--- config.mk ---
export PLATFORM = sky130hd
export DESIGN_NAME = cxu_req_arbiter
export DESIGN_NICKNAME = d
export VERILOG_FILES = /design/src/rtl/cxu_types.sv /design/src/rtl/cxu_tag_fifo.sv /design/src/rtl/cxu_req_arbiter.sv
export SDC_FILE = /design/constraint.sdc
export NUM_CORES = 1
export LEC_CHECK = 0
export ABC_CLOCK_PERIOD_IN_PS = 8200
export CORE_AREA = 2 2 179 181
export CTS_CLUSTER_SIZE = 30
export DETAILED_ROUTE_END_ITERATION = 16
export DIE_AREA = 0 0 181 183
export DONT_BUFFER_PORTS = 1
export MAX_ROUTING_LAYER = met4
export PLACE_DENSITY_LB_ADDON = 0.15
export SLEW_MARGIN = 20
export SYNTH_ARGS = -nofsm -noshare
export SYNTH_HDL_FRONTEND = slang
export SYNTH_HIERARCHICAL = 1
export SYNTH_SLANG_ARGS = --single-unit
--- constraint.sdc ---
create_clock -name clk -period 8.2 [get_ports clk]
set_clock_uncertainty 0.15 [all_clocks]
set_input_delay 0.82 -clock clk [delete_from_list [all_inputs] [get_ports clk]]
set_output_delay 0.82 -clock clk [all_outputs]
set_load 0.02 [all_outputs]
--- src/rtl/cxu_types.sv ---
// Shared CX-LI CXU constants and types used by the request arbiter.
package cxu_types;

  localparam int unsigned C_M_CXU_ID_W       = 8;
  localparam int unsigned C_M_CXU_STATE_ID_W = 3;
  localparam int unsigned C_M_CXU_FUNC_ID_W  = 10;
  localparam int unsigned C_M_CXU_REQ_ID_W   = 10;
  localparam int unsigned C_M_CXU_INSN_W     = 32;
  localparam int unsigned C_M_CXU_DATA_W     = 32;
  localparam int unsigned C_M_CXU_STATUS_W   = 3;

  // Upper bound on requesters sharing one CXU port.
  localparam int unsigned ARB_MAX_REQ = 8;

  typedef enum logic [C_M_CXU_STATUS_W-1:0] {
    CXU_STATUS_OK            = 3'b000,
    CXU_STATUS_ERROR_CXU     = 3'b001,
    CXU_STATUS_ERROR_STATE   = 3'b010,
    CXU_STATUS_ERROR_OFFLOAD = 3'b011
  } cxu_resp_status_t;

  typedef struct packed {
    logic [C_M_CXU_ID_W-1:0]       cxu_id;
    logic [C_M_CXU_STATE_ID_W-1:0] state_id;
    logic [C_M_CXU_FUNC_ID_W-1:0]  func_id;
    logic [C_M_CXU_INSN_W-1:0]     insn;
    logic [C_M_CXU_DATA_W-1:0]     data0;
    logic [C_M_CXU_DATA_W-1:0]     data1;
  } cxu_req_payload_t;

  // Arbiter FSM encoding.
  localparam logic [0:0] StArb  = 1'b0;
  localparam logic [0:0] StHold = 1'b1;

endpackage

--- src/rtl/cxu_tag_fifo.sv ---
// In-order FIFO of {tag, requester index} for requests awaiting a CXU response.
module cxu_tag_fifo #(
  parameter int unsigned Depth = 4,
  parameter int unsigned TagW  = 10,
  parameter int unsigned IdxW  = 1,
  localparam int unsigned PtrW = $clog2(Depth),
  localparam int unsigned CntW = $clog2(Depth) + 1
) (
  input  logic            clk,
  input  logic            rst_n,
  input  logic            push_i,
  input  logic [TagW-1:0] push_tag_i,
  input  logic [IdxW-1:0] push_idx_i,
  input  logic            pop_i,
  output logic [TagW-1:0] head_tag_o,
  output logic [IdxW-1:0] head_idx_o,
  output logic            full_o,
  output logic            empty_o,
  output logic [CntW-1:0] count_o
);

  typedef struct packed {
    logic [TagW-1:0] tag;
    logic [IdxW-1:0] idx;
  } entry_t;

  entry_t          mem_q [Depth];
  entry_t          mem_d [Depth];
  logic [PtrW-1:0] wr_q, wr_d, rd_q, rd_d;
  logic [CntW-1:0] cnt_q, cnt_d;

  // Next-state for storage, pointers and occupancy; pointers wrap naturally (Depth is 2^n).
  always_comb begin
    mem_d = mem_q;
    wr_d  = wr_q;
    rd_d  = rd_q;
    cnt_d = cnt_q;
    if (push_i) begin
      mem_d[wr_q] = {push_tag_i, push_idx_i};
      wr_d        = wr_q + 1'b1;
    end
    if (pop_i) begin
      rd_d = rd_q + 1'b1;
    end
    case ({push_i, pop_i})
      2'b10:   cnt_d = cnt_q + 1'b1;
      2'b01:   cnt_d = cnt_q - 1'b1;
      default: cnt_d = cnt_q;
    endcase
  end

  // Pointer and count state.
  always_ff @(posedge clk or negedge rst_n) begin
    if (!rst_n) begin
      wr_q  <= '0;
      rd_q  <= '0;
      cnt_q <= '0;
    end else begin
      wr_q  <= wr_d;
      rd_q  <= rd_d;
      cnt_q <= cnt_d;
    end
  end

  // Entry storage; contents are only meaningful below the count, so no reset.
  always_ff @(posedge clk) begin
    mem_q <= mem_d;
  end

  assign head_tag_o = mem_q[rd_q].tag;
  assign head_idx_o = mem_q[rd_q].idx;
  assign full_o     = (cnt_q == CntW'(Depth));
  assign empty_o    = (cnt_q == '0);
  assign count_o    = cnt_q;

endmodule

--- src/rtl/cxu_req_arbiter.sv ---
// Round-robin arbiter sharing one CX-LI CXU port between N_REQ requesters,
// tagging each accepted request and routing responses back in order.
module cxu_req_arbiter
  import cxu_types::*;
#(
  parameter int unsigned N_REQ           = 2,
  parameter int unsigned MAX_OUTSTANDING = 4,
  parameter int unsigned REQ_ID_W        = C_M_CXU_REQ_ID_W
) (
  input  logic                                   clk,
  input  logic                                   rst_n,
  input  logic [N_REQ-1:0]                       req_valid_i,
  output logic [N_REQ-1:0]                       req_ready_o,
  input  logic [N_REQ*C_M_CXU_ID_W-1:0]          req_cxu_id_i,
  input  logic [N_REQ*C_M_CXU_STATE_ID_W-1:0]    req_state_id_i,
  input  logic [N_REQ*C_M_CXU_FUNC_ID_W-1:0]     req_func_id_i,
  input  logic [N_REQ*C_M_CXU_INSN_W-1:0]        req_insn_i,
  input  logic [N_REQ*C_M_CXU_DATA_W-1:0]        req_data0_i,
  input  logic [N_REQ*C_M_CXU_DATA_W-1:0]        req_data1_i,
  output logic [N_REQ-1:0]                       resp_valid_o,
  input  logic [N_REQ-1:0]                       resp_ready_i,
  output logic [C_M_CXU_STATUS_W-1:0]            resp_status_o,
  output logic [C_M_CXU_DATA_W-1:0]              resp_data_o,
  output logic                                   cxu_req_valid_o,
  input  logic                                   cxu_req_ready_i,
  output logic [REQ_ID_W-1:0]                    cxu_req_id_o,
  output logic [C_M_CXU_ID_W-1:0]                cxu_req_cxu_id_o,
  output logic [C_M_CXU_STATE_ID_W-1:0]          cxu_req_state_id_o,
  output logic [C_M_CXU_FUNC_ID_W-1:0]           cxu_req_func_id_o,
  output logic [C_M_CXU_INSN_W-1:0]              cxu_req_insn_o,
  output logic [C_M_CXU_DATA_W-1:0]              cxu_req_data0_o,
  output logic [C_M_CXU_DATA_W-1:0]              cxu_req_data1_o,
  input  logic                                   cxu_resp_valid_i,
  output logic                                   cxu_resp_ready_o,
  input  logic [REQ_ID_W-1:0]                    cxu_resp_id_i,
  input  logic [C_M_CXU_STATUS_W-1:0]            cxu_resp_status_i,
  input  logic [C_M_CXU_DATA_W-1:0]              cxu_resp_data_i,
  output logic                                   tag_err_o,
  output logic                                   idle_o
);

  localparam int unsigned IdxW = (N_REQ > 1) ? $clog2(N_REQ) : 1;
  localparam int unsigned CntW = $clog2(MAX_OUTSTANDING) + 1;

  cxu_req_payload_t    payload [N_REQ];

  logic [0:0]          state_q, state_d;
  logic [IdxW-1:0]     gnt_q, gnt_d;
  logic [IdxW-1:0]     rr_q, rr_d;
  logic [REQ_ID_W-1:0] tag_q, tag_d;
  logic                tag_err_q, tag_err_d;

  logic [IdxW-1:0]     arb_gnt;
  logic                arb_found;
  int unsigned         cand;
  logic [IdxW-1:0]     sel;
  logic                req_vld;
  logic                fire;

  logic                fifo_full, fifo_empty, pop;
  logic [REQ_ID_W-1:0] head_tag;
  logic [IdxW-1:0]     head_idx;
  logic [CntW-1:0]     fifo_count;
  logic                tag_mismatch;

  for (genvar gi = 0; gi < N_REQ; gi++) begin : g_unpack
    assign payload[gi] = {req_cxu_id_i[gi*C_M_CXU_ID_W +: C_M_CXU_ID_W],
                          req_state_id_i[gi*C_M_CXU_STATE_ID_W +: C_M_CXU_STATE_ID_W],
                          req_func_id_i[gi*C_M_CXU_FUNC_ID_W +: C_M_CXU_FUNC_ID_W],
                          req_insn_i[gi*C_M_CXU_INSN_W +: C_M_CXU_INSN_W],
                          req_data0_i[gi*C_M_CXU_DATA_W +: C_M_CXU_DATA_W],
                          req_data1_i[gi*C_M_CXU_DATA_W +: C_M_CXU_DATA_W]};
  end

  // Round-robin search: first valid requester at or after the rr pointer.
  always_comb begin
    arb_gnt   = '0;
    arb_found = 1'b0;
    cand      = 0;
    for (int unsigned k = 0; k < N_REQ; k++) begin
      cand = 32'(rr_q) + k;
      if (cand >= N_REQ) cand = cand - N_REQ;
      if (!arb_found && req_valid_i[cand[IdxW-1:0]]) begin
        arb_found = 1'b1;
        arb_gnt   = cand[IdxW-1:0];
      end
    end
  end

  // Request side: HOLD keeps the latched grant; ARB grants only while the FIFO has room.
  // Outputs are forced low while reset is asserted.
  always_comb begin
    sel     = arb_gnt;
    req_vld = 1'b0;
    if (state_q == StHold) begin
      sel     = gnt_q;
      req_vld = 1'b1;
    end else if (!fifo_full && arb_found) begin
      req_vld = 1'b1;
    end
    req_vld          = req_vld & rst_n;
    fire             = req_vld & cxu_req_ready_i;
    req_ready_o      = '0;
    req_ready_o[sel] = fire;
  end

  assign cxu_req_valid_o    = req_vld;
  assign cxu_req_id_o       = tag_q;
  assign cxu_req_cxu_id_o   = payload[sel].cxu_id;
  assign cxu_req_state_id_o = payload[sel].state_id;
  assign cxu_req_func_id_o  = payload[sel].func_id;
  assign cxu_req_insn_o     = payload[sel].insn;
  assign cxu_req_data0_o    = payload[sel].data0;
  assign cxu_req_data1_o    = payload[sel].data1;

  // FSM, grant latch, rr pointer and tag counter next-state.
  always_comb begin
    state_d = state_q;
    gnt_d   = gnt_q;
    rr_d    = rr_q;
    tag_d   = tag_q;
    case (state_q)
      StArb: begin
        if (req_vld && !cxu_req_ready_i) begin
          state_d = StHold;
          gnt_d   = arb_gnt;
        end
      end
      StHold: begin
        if (cxu_req_ready_i) state_d = StArb;
      end
      default: state_d = StArb;
    endcase
    if (fire) begin
      tag_d = tag_q + 1'b1;
      rr_d  = (sel == IdxW'(N_REQ - 1)) ? '0 : sel + 1'b1;
    end
  end

  // Response side: route to the FIFO head's requester; drain strays when empty.
  always_comb begin
    resp_valid_o     = '0;
    cxu_resp_ready_o = rst_n;
    tag_mismatch     = (cxu_resp_id_i != head_tag);
    if (!fifo_empty) begin
      resp_valid_o[head_idx] = cxu_resp_valid_i & rst_n;
      cxu_resp_ready_o       = resp_ready_i[head_idx] & rst_n;
    end
    pop           = !fifo_empty & cxu_resp_valid_i & cxu_resp_ready_o;
    resp_status_o = (!fifo_empty && tag_mismatch) ? CXU_STATUS_ERROR_CXU : cxu_resp_status_i;
    tag_err_d     = tag_err_q | (pop & tag_mismatch) |
                    (fifo_empty & cxu_resp_valid_i & rst_n);
  end

  assign resp_data_o = cxu_resp_data_i;
  assign tag_err_o   = tag_err_q;
  assign idle_o      = (fifo_count == '0) & ~|req_valid_i & (state_q == StArb);

  // Arbiter state registers.
  always_ff @(posedge clk or negedge rst_n) begin
    if (!rst_n) begin
      state_q   <= StArb;
      gnt_q     <= '0;
      rr_q      <= '0;
      tag_q     <= '0;
      tag_err_q <= 1'b0;
    end else begin
      state_q   <= state_d;
      gnt_q     <= gnt_d;
      rr_q      <= rr_d;
      tag_q     <= tag_d;
      tag_err_q <= tag_err_d;
    end
  end

  cxu_tag_fifo #(
    .Depth (MAX_OUTSTANDING),
    .TagW  (REQ_ID_W),
    .IdxW  (IdxW)
  ) u_tag_fifo (
    .clk        (clk),
    .rst_n      (rst_n),
    .push_i     (fire),
    .push_tag_i (tag_q),
    .push_idx_i (sel),
    .pop_i      (pop),
    .head_tag_o (head_tag),
    .head_idx_o (head_idx),
    .full_o     (fifo_full),
    .empty_o    (fifo_empty),
    .count_o    (fifo_count)
  );

endmodule
==> flow_metrics.tcl, run 1 <==
set metrics [dict create \
    outcome "complete, no violations" \
    nets 609 \
    insertion_delay_ns 0.33 \
    yosys-top-cells-area "edfxtp_1 29%, mux2_1 24%, dfrtp_1 11%" \
    yosys-top-cells-count "97 x mux2_1, 44 x edfxtp_1, 34 x buf_4, 22 x mux2_2, 21 x dfrtp_1" \
    placed_cell_area_um2 4700 \
    critPathKind "reg2out" \
    crit_fanout 13 \
    holdCritPathClass "in2async" \
    power.internal_uw 892 \
    worst_slack_ns 3.88 \
    grtUsageTotal 0.120 \
    yosysSeqAreaShare 0.402 \
    ys_seq_elements 65 \
    coreArea_um2 31200 \
    start_util 0.147 \
    leakage_uw 0.00170 \
    drv_slew 0 \
    syn-instance-count 351 \
    firstDrtPassIters 4 \
    syn2layout_area_growth_pct 9.67 \
    cts-buffers-inserted 9 \
    syn_nets 645 \
    grt_max_degree 101 \
    period_minus_slack_ns 4.32 \
    power_density_nw_per_um2 306 \
    routed_wl_um 21000 \
    grt_first_pass_wirelength_um 25200 \
    p_comb_frac 0.406 \
    required_ns 7.23 \
    r2r_cells 9 \
    rsz0062_at_grt "no" \
    overflow 0 \
    antenna_found_initial 22 \
    r2r-end "u_tag_fifo/count_o[2]$_DFFE_PN0P_" \
    cts_tree "built" \
    fmax_mhz 231 \
    postLayoutCellArea_um2 5040 \
    max_slew_margin 0.366 \
    endpoint "resp_status_o[2]" \
    async_reset_ff_frac 0.323 \
    postCtsSetupBuffers 0 \
    grt_pass1_vias 2669 \
    rr_startpoint "u_tag_fifo/rd_q[0]$_DFFE_PN0P_" \
    post_cts_resized 0 \
    row_count 65 \
    die_w_um 181 \
    synth_edf_count 44 \
    power_frac_seq 0.348 \
    cts_max_level 3 \
    power_frac_clock 0.246 \
    hold_buffers 0 \
    start_kind "flop" \
    die_area_um2 33100 \
    yosysTopAreaCellShare 0.288 \
    clk_path_buf_depth 2 \
    clock-sinks 65 \
    yosys.area.top_type "edfxtp_1" \
    swShare 0.422 \
    port-buffer-count 0 \
    yosys_warnings 6 \
    place_ws_ns 4.15 \
    via_per_inst 3.82 \
    hold_viol 0 \
    detail-route-antenna-nets 0 \
    cts.reportedPaths.clkPinSlew_ns 0.06 \
    syn_avg_cell_area_um2 13.1 \
    synth_most_common_cell "mux2_1" \
    fp.dieH_um 183 \
    n_fill_cell 3468 \
    ir_drop_uv 119 \
    crit_start "u_tag_fifo/rd_q[0]$_DFFE_PN0P_" \
    ioPinCount 457 \
    total_power_uw 1540 \
    first_iter_violations 131 \
    place.gp.congestion 0.811 \
    drive_above_1_share 0.172 \
    synth_flop_cell "edfxtp_1" \
    setup_viol 0 \
    tightestPinTransition_ns 0.952 \
    maxCapViolCount 0 \
    ys_types 44 \
    end_kind "primary output" \
    r2r_slack_ns 4.68 \
    dp_hpwl_um 18200 \
    post_drt_wl_per_cell_um 28.5 \
    cts_root_buf "clkbuf_16" \
    finalCritPeriodShare 0.527 \
    drc 0 \
    arrival_ns 3.35 \
    netlist_area_um2 4590 \
    p_sw_uw 651 \
    num_vias 2812 \
    tns_ns 0 \
]
[sequential cells by signal, indices dropped and copies added (netlist names)]
signal              count
tag_err_o               1
rr_q                    1
gnt_q                   1
u_tag_fifo/wr_q         2
state_q                 1
u_tag_fifo/mem_q       44
u_tag_fifo/rd_q         2
u_tag_fifo/count_o      3
cxu_req_id_o           10
[how the worst min path moves through the flow]
stage,start,slack (ns),end,depth (start not counted)
CTS,rst_n,0.02,cxu_req_id_o[4]$_DFFE_PN0N_,0
finish,rst_n,0.04,state_q$_DFF_PN0_,0
floorplan,rr_q$_DFFE_PN0N_,0.30,rr_q$_DFFE_PN0N_,1
global placement,rr_q$_DFFE_PN0N_,0.32,rr_q$_DFFE_PN0N_,1
global route,rst_n,0.007,cxu_req_id_o[4]$_DFFE_PN0N_,0
detailed placement,rr_q$_DFFE_PN0N_,0.32,rr_q$_DFFE_PN0N_,1
[cells by family after synthesis]
group	Yosys count	share of synthesized area
multiplexers	131	0.350
XOR/XNOR	25	0.0477
AND/OR/NAND/NOR	44	0.0480
buffers and inverters	63	0.101
adder cells (fa/ha/maj)	7	0.0207
flip-flops	65	0.402
AO/OA/AOI/OAI	16	0.0297
[cell usage in the layout, fill, tap and decap left out, drive strengths merged, types with 2 or more instances in the layout]
cell	instances
nor3	5
clkbuf	10
ha	6
nor2	11
inv	15
or2	2
edfxtp	44
dfrtp	21
o21ai	3
mux4	11
nand3	3
nand2	9
nor2b	3
clkinv	3
and2	4
xor2	15
o31ai	3
buf	2
xnor2	10
mux2	119
diode	15
o211ai	2
and3	3
[power by group through the flow]
stage	clock network (µW)	logic (µW)	registers [µW]
after detailed placement	0	633	549
after global placement	0	633	546
final	380	626	538
after global routing	405	671	553
after floorplan	0	606	492
after CTS	392	637	543
[critical path, cell delays in order (launching register included)]
cell,delay (ns)
dfrtp_1,0.88
mux4_1,0.66
xor2_1,0.17
nor4_1,0.27
nand3_1,0.30
o31ai_1,0.73
[area by class of cell]
type	instances	area, µm²	area share
diodes	15	37.5	0.00745
repair buffers	2	18.8	0.00373
well taps	402	503	0.0999
clock buffers	10	229	0.0455
clock inverters	6	68.8	0.0137
multi-input cells	223	2280	0.453
flip-flops and latches	65	1850	0.367
inverters	14	52.6	0.0104
[routing by layer]
layer  vias up  global-route usage  wire length, µm
li1       1205                   -                -
met4         0              0.0250              306
met5         -                   -                0
met2       248               0.144             7920
met3        22               0.158             5810
met1      1337               0.112             6960
[through the flow]
| step | instances | hold WS (ns) | util |
|---|---|---|---|
| floorplan | 351 | 0.300 | - |
| global placement | 706 | 0.316 | 0.150 |
| detailed placement | 706 | 0.316 | 0.150 |
| CTS | 722 | 0.0180 | 0.160 |
| global route | 737 | 0.00710 | 0.161 |
| finish | 737 | 0.0369 | 0.161 |
Note: power is estimated with default switching activity, not from simulation.
==> run 2: changes to the inputs <==
ABC_CLOCK_PERIOD_IN_PS = 4400   (was 8200)
clock period = 4.4 ns   (was 8.2 ns; I/O delays follow)
==> run 2 against run 1 <==
  * Highest routed layer unchanged
  * Critical path type unchanged
  * Core utilization rose by 0.14 points
  * Via count rose by 0.50%
  * Clock power rose by 87%
  * Sequential cell count did not move
  * Combinational power rose by 88%
  * Worst setup slack got worse by 3.1 ns
  * Clock-buffer cell count fell by 1
==> flow_metrics.tcl, run 2 (synthesis gave the netlist of run 1 again) <==
set metrics [dict create \
    gr-usage-met3 0.152 \
    rsz0062_at_grt "no" \
    routed_wl_um 21400 \
    fp.dieH_um 183 \
    place_inst 706 \
    grt_use_met2 0.152 \
    dp_hpwl_um 18400 \
    maxCapViolCount 0 \
    power.internal_uw 1670 \
    fmax_mhz 278 \
    cts.reportedPaths.clkPinSlew_ns 0.05 \
    worst_slack_ns 0.804 \
    grt_max_degree 124 \
    r2r-end "u_tag_fifo/count_o[2]$_DFFE_PN0P_" \
    tightestPinTransition_ns 0.734 \
    cts_tree "built" \
    num_vias 2826 \
    drive_above_1_share 0.177 \
    post_drt_wl_per_cell_um 28.9 \
    setup_viol 0 \
    cts_root_buf "clkbuf_16" \
    ir_drop_uv 336 \
    grt_pass1_vias 2839 \
    insertion_delay_ns 0.33 \
    grt-busiest-layer "met2" \
    p_comb_frac 0.412 \
    arrival_ns 3.01 \
    p_sw_uw 1200 \
    grtUsageTotal 0.123 \
    port-buffer-count 0 \
    largest_reg_flops 44 \
    met1_usage 0.112 \
    first_iter_violations 109 \
    worstHoldStart "cxu_req_ready_i" \
    rr_startpoint "u_tag_fifo/rd_q[0]$_DFFE_PN0P_" \
    antenna_found_initial 21 \
    stdcell_count 739 \
    row_count 65 \
    max_slew_margin 0.506 \
    power_density_nw_per_um2 566 \
    place_ws_ns 1.07 \
    overflow 0 \
    drc 0 \
    holdCritPathClass "in2reg" \
    firstDrtPassIters 4 \
    hold_depth 1 \
    r2r_slack_ns 1.11 \
    crit_fanout 7 \
    die_w_um 181 \
    hold_viol 0 \
    critPathKind "reg2out" \
    clk_path_buf_depth 2 \
    finalCritPeriodShare 0.817 \
    place.gp.congestion 0.808 \
    leakage_uw 0.00172 \
    grt_first_pass_wirelength_um 26000 \
    tns_ns 0 \
    outcome "complete, no violations" \
    end_kind "primary output" \
    coreArea_um2 31200 \
    postCtsSetupBuffers 0 \
    power_frac_seq 0.341 \
    die_area_um2 33100 \
    start_util 0.147 \
    detail-route-antenna-nets 0 \
    nets 611 \
    via_per_inst 3.82 \
    largest-register "u_tag_fifo/mem_q" \
    drv_slew 0 \
    ioPinCount 457 \
    layout_commonest_cell "mux2_1" \
    hold_end "state_q$_DFF_PN0_" \
    start_kind "flop" \
    clock-sinks 65 \
    power_frac_clock 0.247 \
    swShare 0.418 \
    period_minus_slack_ns 3.60 \
    final_cell_mix "97 x mux2_1, 44 x edfxtp_1, 22 x mux2_2" \
    total_power_uw 2870 \
    syn2layout_area_growth_pct 10.6 \
    r2r_cells 10 \
    cts_max_level 3 \
    required_ns 3.81 \
    cts-buffers-inserted 9 \
]
run 2: cell count changes in the layout (fill, tap and decap cells not counted):
| cell | delta |
|---|---|
| buf_12 | +2 |
| buf_6 | -1 |
| clkbuf_1 | -1 |
| clkinv_4 | -1 |
| clkinvlp_4 | +1 |
| dlygate4sd3_1 | +1 |
| inv_6 | +1 |
run 2: final cells by class:
cell class                 instances  area, µm²
timing repair buffer               4       57.6
clock inverter                     7       76.3
multi-input combinational        223       2280
inverter                          14       52.6
tap                              402        503
clock buffer                       9        225
antenna                           15       37.5
fill                            3465      26200
sequential                        65       1850
run 2: power groups by stage:
stage	clock network [µW]	registers, µW	logic [µW]
floorplan	0	917	1130
global placement	0	995	1190
detailed placement	0	997	1190
CTS	731	986	1200
global route	761	1010	1280
finish	710	979	1180
run 2: repair_timing:
item                      CTS  global route
hold buffers                2             0
gates resized for setup     0             0
hold endpoints to repair   21             0
run 2: routing by layer:
| layer | vias up | part of all wire |
|---|---|---|
| met4 | 0 | 0.023 |
| met1 | 1343 | 0.33 |
| li1 | 1203 | - |
| met3 | 33 | 0.26 |
| met2 | 247 | 0.39 |
| met5 | - | 0 |
run 2: worst max-delay path, stage by stage (launching register included):
cell	delay [ns]
dfrtp_1	0.59
mux4_1	0.63
xor2_1	0.18
nor4_1	0.28
nand3_1	0.29
o31ai_1	0.71
run 2: how the worst max path moves through the flow:
stage                                                   end                           start  slack (ns)  depth (start not counted)
after floorplan                            resp_status_o[1]  u_tag_fifo/rd_q[0]$_DFFE_PN0P_        1.55                          6
after global placement                     resp_status_o[1]  u_tag_fifo/rd_q[0]$_DFFE_PN0P_        1.13                          5
after detailed placement  u_tag_fifo/count_o[2]$_DFFE_PN0P_  u_tag_fifo/rd_q[0]$_DFFE_PN0P_        1.07                         10
after CTS                                  resp_status_o[1]  u_tag_fifo/rd_q[0]$_DFFE_PN0P_        0.74                          5
after global routing                       resp_status_o[2]  u_tag_fifo/rd_q[0]$_DFFE_PN0P_        0.59                          5
final                                      resp_status_o[2]  u_tag_fifo/rd_q[0]$_DFFE_PN0P_        0.80                          5
run 2: metrics by stage:
stage	util	hold slack, ns	area, µm²
2_1_floorplan	-	-0.00559	4590
3_3_place_gp	0.151	-0.00456	4710
3_5_place_dp	0.151	-0.00458	4710
4_1_cts	0.161	0.0184	5040
5_1_grt	0.163	0.0209	5080
6_report	0.163	0.0338	5080
